<file path="src/rtl/sram_pkg.sv">
// rtl/sram_pkg.sv - shared state encoding and sizing constants for the SRAM sequencer
package sram_pkg;

    localparam int CNT_W               = 4;
    localparam int DEFAULT_WAIT_CYCLES = 1;

    typedef enum logic [2:0] {
        IDLE     = 3'd0,
        R_ACCESS = 3'd1,
        W_SETUP  = 3'd2,
        W_PULSE  = 3'd3,
        W_HOLD   = 3'd4
    } state_e;

endpackage

</file>
<file path="src/rtl/sram_ctrl.sv">
// rtl/sram_ctrl.sv - single-word read/write sequencer driving async SRAM strobes
// and the direction/data side of the top-level tristate pin buffer.
module sram_ctrl
    import sram_pkg::*;
#(
    parameter int ADDR_W      = 18,
    parameter int DATA_W      = 16,
    parameter int WAIT_CYCLES = DEFAULT_WAIT_CYCLES
) (
    input  logic              clk,
    input  logic              reset,
    input  logic              req,
    input  logic              we,
    input  logic [ADDR_W-1:0] addr,
    input  logic [DATA_W-1:0] wdata,
    output logic              ready,
    output logic [DATA_W-1:0] rdata,
    output logic              rvalid,
    output logic [ADDR_W-1:0] sram_addr,
    output logic [DATA_W-1:0] sram_dout,
    input  logic [DATA_W-1:0] sram_din,
    output logic              sram_drive,
    output logic              sram_csx,
    output logic              sram_oex,
    output logic              sram_wex
);

    localparam logic [CNT_W-1:0] WAIT_LAST = CNT_W'(WAIT_CYCLES);

    state_e              state_q, state_d;
    logic [CNT_W-1:0]    cnt_q, cnt_d;
    logic [ADDR_W-1:0]   sram_addr_q, sram_addr_d;
    logic [DATA_W-1:0]   sram_dout_q, sram_dout_d;
    logic [DATA_W-1:0]   rdata_q, rdata_d;
    logic                rvalid_q, rvalid_d;
    logic                drive_q, drive_d;
    logic                csx_q, csx_d;
    logic                oex_q, oex_d;
    logic                wex_q, wex_d;

    always_ff @(posedge clk) begin
        if (reset) begin
            state_q     <= IDLE;
            cnt_q       <= '0;
            sram_addr_q <= '0;
            sram_dout_q <= '0;
            rdata_q     <= '0;
            rvalid_q    <= 1'b0;
            drive_q     <= 1'b0;
            csx_q       <= 1'b1;
            oex_q       <= 1'b1;
            wex_q       <= 1'b1;
        end else begin
            state_q     <= state_d;
            cnt_q       <= cnt_d;
            sram_addr_q <= sram_addr_d;
            sram_dout_q <= sram_dout_d;
            rdata_q     <= rdata_d;
            rvalid_q    <= rvalid_d;
            drive_q     <= drive_d;
            csx_q       <= csx_d;
            oex_q       <= oex_d;
            wex_q       <= wex_d;
        end
    end

    always_comb begin
        state_d     = state_q;
        cnt_d       = cnt_q;
        sram_addr_d = sram_addr_q;
        sram_dout_d = sram_dout_q;
        rdata_d     = rdata_q;
        rvalid_d    = 1'b0;
        drive_d     = drive_q;
        csx_d       = csx_q;
        oex_d       = oex_q;
        wex_d       = wex_q;

        unique case (state_q)
            IDLE: begin
                if (req) begin
                    sram_addr_d = addr;
                    cnt_d       = '0;
                    csx_d       = 1'b0;
                    if (we) begin
                        sram_dout_d = wdata;
                        state_d     = W_SETUP;
                        drive_d     = 1'b1;
                        wex_d       = 1'b1;
                    end else begin
                        state_d     = R_ACCESS;
                        drive_d     = 1'b0;
                        oex_d       = 1'b0;
                    end
                end
            end
            R_ACCESS: begin
                if (cnt_q == WAIT_LAST) begin
                    rdata_d  = sram_din;
                    rvalid_d = 1'b1;
                    csx_d    = 1'b1;
                    oex_d    = 1'b1;
                    cnt_d    = '0;
                    state_d  = IDLE;
                end else begin
                    cnt_d = cnt_q + CNT_W'(1);
                end
            end
            W_SETUP: begin
                wex_d   = 1'b0;
                cnt_d   = '0;
                state_d = W_PULSE;
            end
            W_PULSE: begin
                if (cnt_q == WAIT_LAST) begin
                    wex_d   = 1'b1;
                    cnt_d   = '0;
                    state_d = W_HOLD;
                end else begin
                    cnt_d = cnt_q + CNT_W'(1);
                end
            end
            W_HOLD: begin
                // data stays driven one cycle past the wex rising edge
                csx_d   = 1'b1;
                drive_d = 1'b0;
                cnt_d   = '0;
                state_d = IDLE;
            end
            default: begin
                csx_d   = 1'b1;
                oex_d   = 1'b1;
                wex_d   = 1'b1;
                drive_d = 1'b0;
                cnt_d   = '0;
                state_d = IDLE;
            end
        endcase
    end

    assign ready      = (state_q == IDLE);
    assign rdata      = rdata_q;
    assign rvalid     = rvalid_q;
    assign sram_addr  = sram_addr_q;
    assign sram_dout  = sram_dout_q;
    assign sram_drive = drive_q;
    assign sram_csx   = csx_q;
    assign sram_oex   = oex_q;
    assign sram_wex   = wex_q;

endmodule
</file>
<file path="config.mk">
export PLATFORM = sky130hd
export DESIGN_NAME = sram_ctrl
export DESIGN_NICKNAME = d
export VERILOG_FILES = /design/src/rtl/sram_pkg.sv /design/src/rtl/sram_ctrl.sv
export SDC_FILE = /design/constraint.sdc
export NUM_CORES = 1
export LEC_CHECK = 0
export ABC_AREA = 1
export CAP_MARGIN = 40
export CORE_ASPECT_RATIO = 1.2
export CORE_MARGIN = 2
export CORE_UTILIZATION = 30
export CTS_CLUSTER_DIAMETER = 50
export CTS_CLUSTER_SIZE = 25
export DETAILED_ROUTE_END_ITERATION = 12
export SLEW_MARGIN = 20
export SYNTH_ARGS = -nofsm -noshare
export SYNTH_HDL_FRONTEND = slang
export SYNTH_SLANG_ARGS = --single-unit
export TNS_END_PERCENT = 5
</file>
<file path="constraint.sdc">
create_clock -name clk -period 2.7 [get_ports clk]
set_clock_uncertainty 0.15 [all_clocks]
set_input_delay 0.405 -clock clk [delete_from_list [all_inputs] [get_ports clk]]
set_output_delay 0.405 -clock clk [all_outputs]
set_load 0.02 [all_outputs]
</file>
# Yosys cells after proc, flatten, opt, wreduce, memory -nomap -nowiden
# Index checks and enable logic that the tools add are counted.
[word_totals]
output_inout_bits = 56
mem_bits_rw = 0
register_bits = 62
latch_bits = 0
mem_count = 0
romBits = 0
[classes]
order_cmp = 0
n_bitwise = 5
add_sub_neg = 1
n_mux = 21
shift = 0
div_mod_pow = 0
n_reduce_logical = 15
mul = 0
eq_ne = 10
[ops]
columns = ["cell", "n"]
rows = [
  ["one-hot mux 3 bit (4 select lines)", 1],
  ["inequality test 2 bit (second input constant)", 5],
  ["two-way mux 1 bit", 9],
  ["two-way mux 3 bit", 3],
  ["AND reduction 3 bit", 3],
  ["two-way mux 4 bit", 2],
  ["one-hot mux 4 bit (2 select lines)", 1],
  ["AND reduction 4 bit", 2],
  ["OR reduction 2 bit", 4],
  ["equality test 3 x 2 -> 1 bit (second input constant)", 2],
  ["one-hot mux 1 bit (3 select lines)", 2],
  ["AND reduction 2 bit", 3],
  ["OR reduction 3 bit", 2],
  ["inverter 1 bit", 5],
  ["adder 4 x 1 -> 4 bit (second input constant)", 1],
  ["equality test 4 x 1 -> 1 bit (second input constant)", 1],
  ["one-hot mux 1 bit (4 select lines)", 1],
  ["equality test 3 x 1 -> 1 bit (second input constant)", 1],
  ["equality test 3 bit (second input constant)", 1],
  ["zero test 3 bit", 1],
  ["two-way mux 2 bit", 1],
  ["one-hot mux 1 bit (2 select lines)", 1],
]

# Longest topological paths before layout
# Gate-level depths: netlist of run 1.
[logic_depth]
word_depth = 4
mapped_depth = 8
ltp_nobuf = 8

# Least setup slack after synthesis of run 1
# No wires, ideal clock.
[synth_path]
path_kind = "register to register"
from = "register cnt_q[0]"
to = "register rdata_q[11], in the netlist rdata[11]"
required_ns = 2.434
path_stages_with_launch = 8
t_arrival_ns = 1.219
slack_ns = 1.216
n_path_buf = 1
path_cell_list = "dfxtp_1 -> ha_1 -> nand3_1 -> nor2_4 -> inv_4 -> buf_6 -> nor2_1 -> nor2_1"
[synth_via]
elab_chain_len = 2
[synth_rtl]
columns = ["element", "line_no", "source"]
rows = [
  ["from (decl)", "sram_ctrl.sv:31", "logic [CNT_W-1:0] cnt_q, cnt_d;"],
  ["from (signal assigned)", "sram_ctrl.sv:55", "cnt_q <= cnt_d;"],
  ["equality test 4 x 1 -> 1 bit", "sram_ctrl.sv:98", "if (cnt_q == WAIT_LAST) begin"],
  ["AND reduction 2 bit (no source line)", "--", ""],
  ["to (signal assigned)", "sram_ctrl.sv:58", "rdata_q <= rdata_d;"],
  ["to (decl)", "sram_ctrl.sv:34", "logic [DATA_W-1:0] rdata_q, rdata_d;"],
]
# Every way passes these cells.
# A chain may end at the register's enable or synchronous reset.

# Worst setup path in the final report of run 1
[layout_path]
from = "register state_q[0]"
to = "output port ready"
[layout_via]
elab_chain_len = 1
[layout_rtl]
columns = ["element", "line_no", "source"]
rows = [
  ["from (decl)", "sram_ctrl.sv:30", "state_e state_q, state_d;"],
  ["from (signal assigned)", "sram_ctrl.sv:54", "state_q <= state_d;"],
  ["zero test 3 bit", "sram_ctrl.sv:141", "assign ready = (state_q == IDLE);"],
  ["to (decl)", "sram_ctrl.sv:16", "output logic ready,"],
]
# Every way passes these cells.

==> reports/qor.csv, run 1 <==
stage,metric,value,unit
yosys,Mapped Area,2516,µm²
worst_setup_path,CP max-delay cell,clkdlybuf4s50_1,
clocking,Post-CTS Hold Fix Bufs,0,
clocking,"Gates resized, CTS repair",0,
yosys,Post-Syn Nets,373,
route,number of routed nets with antenna violations,0,
route,via count,2395,
power,Leak,1.548,nW
clocking,clk sink count,62,
worst_setup_path,critical path data arrival time,1.70,ns
route,WL per Instance,11.88,µm
worst_setup_path,max incr delay on CP,0.59,ns
sta,unrepaired setup endpoints after global routing,no,
grt,vias in the first global route,2397,
grt,Global Route Usage Sum,14.65,%
sta,Setup TNS,0,ns
worst_hold_path,Worst Hold Class,register to register,
cells_and_area,diode count,0,
route,Initial DRC Count,35,
power,worst vdd ir,333.8,µV
worst_setup_path,Crit. End Element,primary output,
sta,"Slew Viols, Final",0,
grt,antenna violations before repair,0,
cells_and_area,nets,482,
place,Final GP Congestion,0.8859,
route,Via-to-Cell Ratio,4.403,
yosys,sequential element share of the synthesized area,49.33,%
clocking,Root Buffer,clkbuf_8,
yosys,Synth warnings,0,
sta,worst-margin pin slew,0.3868,ns
yosys,Post-Synthesis Cells,317,
floorplan,total core area,8153,µm²
cells_and_area,most frequent cells in the layout,"109 x clkdlybuf4s50_1, 76 x nor2_1, 62 x dfxtp_1",
sta,Tcrit/Tclk final,83.59,%
run,Max Cap Viol,0,
cells_and_area,"commonest non-fill, non-tap cell in the layout",clkdlybuf4s50_1,
clocking,Worst-path clk slew,0.07,ns
run_status,run status,"finished, final reports clean",
sta,Worst slew margin,74.15,%
worst_setup_path,worst path buffer plus inverter count,2,
worst_setup_path,Critical Path Start Type,register,
floorplan,Starting Density,30.86,%
route,final wirelength,6461,µm
clocking,clk_lat worst skew,0.34,ns
floorplan,Chip Width,87.60,µm
yosys,Synth Register Bits,62,
floorplan,I/O pin cnt,110,
worst_setup_path,WS Path Type,register to primary output,
sta,# setup viols final,0,
place,pre-CTS setup slack,0.7899,ns
cells_and_area,Synth-to-Final Area Change,52.11,%
route,drt first pass iters,4,
worst_setup_path,cells along the critical path,nor2_4 > nand2_4 > inv_1 > clkdlybuf4s50_1,
grt,global route overflow,0,
power,Power Density,886.5,nW/µm²
sta,Period minus WS final,2.257,ns
worst_setup_path,critical path's top delay family,buffers and inverters,
worst_setup_path,Required @ worst endpoint,2.14,ns
clocking,Max Root-Sink Buffers,2,
floorplan,die height,104.3,µm
clocking,# Post-CTS Setup Buffers,0,
sta,Hold Fails Final Rpt,0,
clocking,CTS H-Tree Depth,3,
clocking,total CTS buffers,9,
sta,Max Freq,443.1,MHz
grt,largest net degree at the start of global routing,40,
clocking,CTS tree,yes,
cells_and_area,layout cell share with drive strength beyond 1,9.070,%
route,DRC,0,
floorplan,row count,36,
worst_setup_path,crit-path max FO,6,
grt,first-pass GRT wire length,10740,µm
yosys,Yosys cell types,25,
place,Port Buffers,109,
floorplan,die area,9138,µm²
yosys,syn avg cell area,7.937,µm²
sta,worst setup margin,0.4431,ns
place,HPWL after detailed placement,4524,µm
stage by stage:
stage               std cells  cell area, µm²  hold slack [ns]  power [W]  util, %
floorplan                 317            2516           0.3233   0.002189        -
global placement          529            3662           0.2984   0.002731    44.92
detailed placement        529            3662           0.3026   0.002734    44.92
CTS                       544            3827           0.3132   0.003447    46.95
global route              544            3827           0.3311   0.003662    46.95
finish                    544            3827           0.3139   0.003393    46.95
final cells by class:
class                   count  area, µm²
inverters                  15      63.81
repair buffers            112       1114
flip-flops and latches     62       1241
fillers                   839       4325
clock inverters             4      23.77
multi-input cells         226       1101
clock buffers              11      141.4
well taps                 114      142.6
state kept, by name, summed over array words and instances (netlist names):
signal      count
cnt_q           4
rdata          16
rvalid          1
sram_addr      18
sram_csx        1
sram_dout      16
sram_drive      1
sram_oex        1
sram_wex        1
state_q         3
kinds of logic (layout without fill, tap and decap cells):
group,count (synthesis),in the layout,share of synthesized area (%)
compound gates,62,62,12.58
flops,62,62,49.33
simple gates,162,162,30.18
fa+ha+maj,2,2,0.9944
buf+inv,29,142,6.912
Yosys cell counts:
library cell | count | area share, %
nor2_1 | 76 | 11
dfxtp_1 | 62 | 49
nand2_1 | 41 | 6.1
o21ai_0 | 40 | 8.0
nand3_1 | 26 | 5.2
a21oi_1 | 20 | 4.0
inv_1 | 10 | 1.5
buf_6 | 6 | 2.7
clkbuf_1 | 6 | 0.90
nor2_2 | 4 | 0.99
inv_4 | 3 | 0.75
nand2_2 | 3 | 0.75
nand3_2 | 3 | 1.2
ha_1 | 2 | 0.99
inv_2 | 2 | 0.30
nand3b_1 | 2 | 0.60
nor2_4 | 2 | 0.90
nor2_8 | 2 | 1.6
a21oi_2 | 1 | 0.35
buf_2 | 1 | 0.20
buf_8 | 1 | 0.60
nand2_4 | 1 | 0.45
nand2_8 | 1 | 0.80
nor3b_1 | 1 | 0.30
o21bai_1 | 1 | 0.30
routing by layer:
| layer | track usage (%) | up-vias | part of all wire (%) |
|---|---|---|---|
| met5 | 0 | - | 0 |
| met4 | 6.374 | 0 | 2.2 |
| met3 | 5.714 | 14 | 7.2 |
| met2 | 24.13 | 76 | 49 |
| met1 | 16.44 | 1061 | 42 |
| li1 | - | 1244 | - |
path summary, 6_finish.rpt:
path / start / to / slack, ns / cells past startpoint
max: state_q[0] / ready / 0.44 / 4
min: sram_dout[8] / sram_dout[8] / 0.31 / 2
max reg2reg: cnt_q[0] / rdata[3] / 0.98 / 6
min reg2reg: sram_dout[8] / sram_dout[8] / 0.31 / 2
worst register-to-register path, stage by stage (launching register included):
cell and delay (ns):
dfxtp_1 0.39, ha_1 0.18, nand3_1 0.17, nor2_4 0.38, inv_4 0.17, nor2_1 0.13
nor2_1 0.06
power breakdown:
group | leakage, nW | switching (W) | total (W) | internal [W]
registers | 0.507 | 0.000122 | 0.00124 | 0.00111
clock network | 0.0889 | 0.000344 | 0.000694 | 0.000349
logic | 0.952 | 0.000853 | 0.00146 | 0.000610
Power figures use the tool's default switching activity.
==> run 2: changes to the inputs <==
- clock period: 2.7 -> 1.8 ns (I/O delays scaled with it)
==> run 2 against run 1 <==
Design area rose by 1.9%. Utilization increased by 0.89 points. Combinational power grew 60%. Global-route usage is 0.071 points lower. Sequential power is 49% higher. Die area is the same. Critical path depth decreased by 3. Register-to-register slack got worse by 0.80 ns. Via count up 1.8%. Final cell count is 1.3% higher. Critical endpoint is now sram_dout[11]. Largest power group unchanged.
==> reports/qor.csv, run 2 (same netlist as run 1, synthesis figures left out) <==
stage,metric,value,unit,change
cells_and_area,layout cell share with drive strength beyond 1,10.30,%,+1.2 points
grt,largest net degree at the start of global routing,42,,+5.0%
sta,Tcrit/Tclk final,96.36,%,
run,Max Cap Viol,0,,unchanged
cells_and_area,"commonest non-fill, non-tap cell in the layout",clkdlybuf4s50_1,,
sta,Setup TNS,0,ns,unchanged
floorplan,die height,104.3,µm,unchanged
grt,global route overflow,0,,unchanged
worst_setup_path,Crit. End Element,primary output,,
clocking,Root Buffer,clkbuf_8,,
floorplan,I/O pin cnt,110,,unchanged
route,number of routed nets with antenna violations,0,,unchanged
worst_hold_path,Worst Hold Class,register to register,,
route,drt first pass iters,4,,unchanged
clocking,clk_lat worst skew,0.33,ns,about the same
worst_setup_path,Critical Path Start Type,register,,
sta,Hold Fails Final Rpt,0,,unchanged
worst_setup_path,cells along the critical path,clkdlybuf4s50_1,,
grt,first-pass GRT wire length,10620,µm,-1.2%
route,WL per Instance,11.76,µm,-1.0%
worst_setup_path,WS Path Type,register to primary output,,
clocking,total CTS buffers,9,,unchanged
route,Initial DRC Count,76,,+120%
place,Port Buffers,109,,unchanged
cells_and_area,Synth-to-Final Area Change,55.00,%,
clocking,CTS tree,yes,,
worst_setup_path,Required @ worst endpoint,1.38,ns,-0.76 ns
clocking,clk sink count,62,,unchanged
worst_setup_path,max incr delay on CP,0.62,ns,+0.03 ns
sta,Worst slew margin,74.66,%,+0.51 points
power,Leak,1.584,nW,+2.3%
sta,"Slew Viols, Final",0,,unchanged
cells_and_area,number of flip-flops in the largest register,18,,unchanged
sta,unrepaired setup endpoints after global routing,no,,
worst_setup_path,crit-path max FO,2,,-4
power,Total Power,0.005237,W,+54%
cells_and_area,diode count,0,,unchanged
run_status,run status,"finished, final reports clean",,
route,via count,2438,,+1.8%
clocking,# Post-CTS Setup Buffers,0,,unchanged
sta,Max Freq,576.6,MHz,
route,Via-to-Cell Ratio,4.425,,+0.50%
cells_and_area,most frequent cells in the layout,"108 x clkdlybuf4s50_1, 76 x nor2_1, 62 x dfxtp_1",,
clocking,Worst-path clk slew,0.07,ns,about the same
sta,worst-margin pin slew,0.3762,ns,-0.01065 ns
place,Placed Cells,535,,+1.1%
route,final wirelength,6478,µm,+0.26%
cells_and_area,design area,3900,µm²,+1.9%
floorplan,die area,9138,µm²,unchanged
sta,# setup viols final,0,,unchanged
grt,antenna violations before repair,0,,unchanged
worst_setup_path,critical path's top delay family,buffers and inverters,,
sta,Period minus WS final,1.734,ns,
floorplan,Chip Width,87.60,µm,unchanged
power,Power Density,1343,nW/µm²,+51%
power,worst vdd ir,615.3,µV,+84%
cells_and_area,Finished Layout Cells,551,,+1.3%
worst_setup_path,CP max-delay cell,clkdlybuf4s50_1,,
worst_setup_path,"reg-to-reg slack, setup",0.18,ns,-0.80 ns
floorplan,Starting Density,30.86,%,unchanged
place,Final GP Congestion,0.8012,,-9.6%
grt,vias in the first global route,2363,,-1.4%
worst_setup_path,critical path data arrival time,1.31,ns,-0.39 ns
worst_setup_path,worst path buffer plus inverter count,1,,-1
place,Area after DPL,3732,µm²,+1.9%
cells_and_area,nets,488,,+1.2%
place,HPWL after detailed placement,4489,µm,-0.78%
grt,Global Route Usage Sum,14.57,%,-0.071 points
clocking,Max Root-Sink Buffers,2,,unchanged
floorplan,row count,36,,unchanged
floorplan,total core area,8153,µm²,unchanged
route,DRC,0,,unchanged
clocking,CTS H-Tree Depth,3,,unchanged
-- run 2: tightest hold or removal path: stages, from the launching register on --
cell and delay (ns):
dfxtp_1 0.31, nand2_1 0.06, a21oi_1 0.05
-- run 2: power breakdown --
part | internal [W] | leakage [nW] | switching [W]
registers | 0.00167 | 0.507 | 0.000175
logic | 0.00102 | 0.991 | 0.00132
clock network | 0.000531 | 0.0861 | 0.000527
total | 0.00322 | 1.58 | 0.00202
-- run 2: stage by stage --
stage	hold slack [ns]	util [%]	setup WS [ns]
2_1_floorplan	0.2482	-	0.3157
3_3_place_gp	0.3009	45.78	0.07160
3_5_place_dp	0.3035	45.78	0.04611
4_1_cts	0.3135	47.82	0.05441
5_1_grt	0.3257	47.84	0.01484
6_report	0.3099	47.84	0.06561
-- run 2: area by class of cell --
class	instances	area (µm²)
multi-input combinational	226	1101
tap	114	142.6
fill	819	4253
timing repair buffer	118	1184
sequential	62	1241
clock inverter	4	22.52
inverter	15	63.81
clock buffer	12	145.1
-- run 2: worst paths after layout --
path | from | end | depth (start not counted)
max | sram_dout[11] | sram_dout[11] | 1
max reg2reg | cnt_q[0] | rdata[6] | 6
min | sram_dout[0] | sram_dout[0] | 2
min reg2reg | sram_dout[0] | sram_dout[0] | 2
-- run 2: metal layers --
layer | vias up | global-route usage (%) | wire (µm)
li1 | 1259 | - | -
met1 | 1103 | 16.46 | 2873
met2 | 68 | 24.78 | 3153
met3 | 8 | 4.603 | 369
met4 | 0 | 6.044 | 81
met5 | - | 0 | 0
-- run 2: repair_timing --
action                                  CTS  global route
resized for setup                         1             1
gates cloned                              0             0
endpoints found under the setup margin    1             1
hold buffers                              0             0
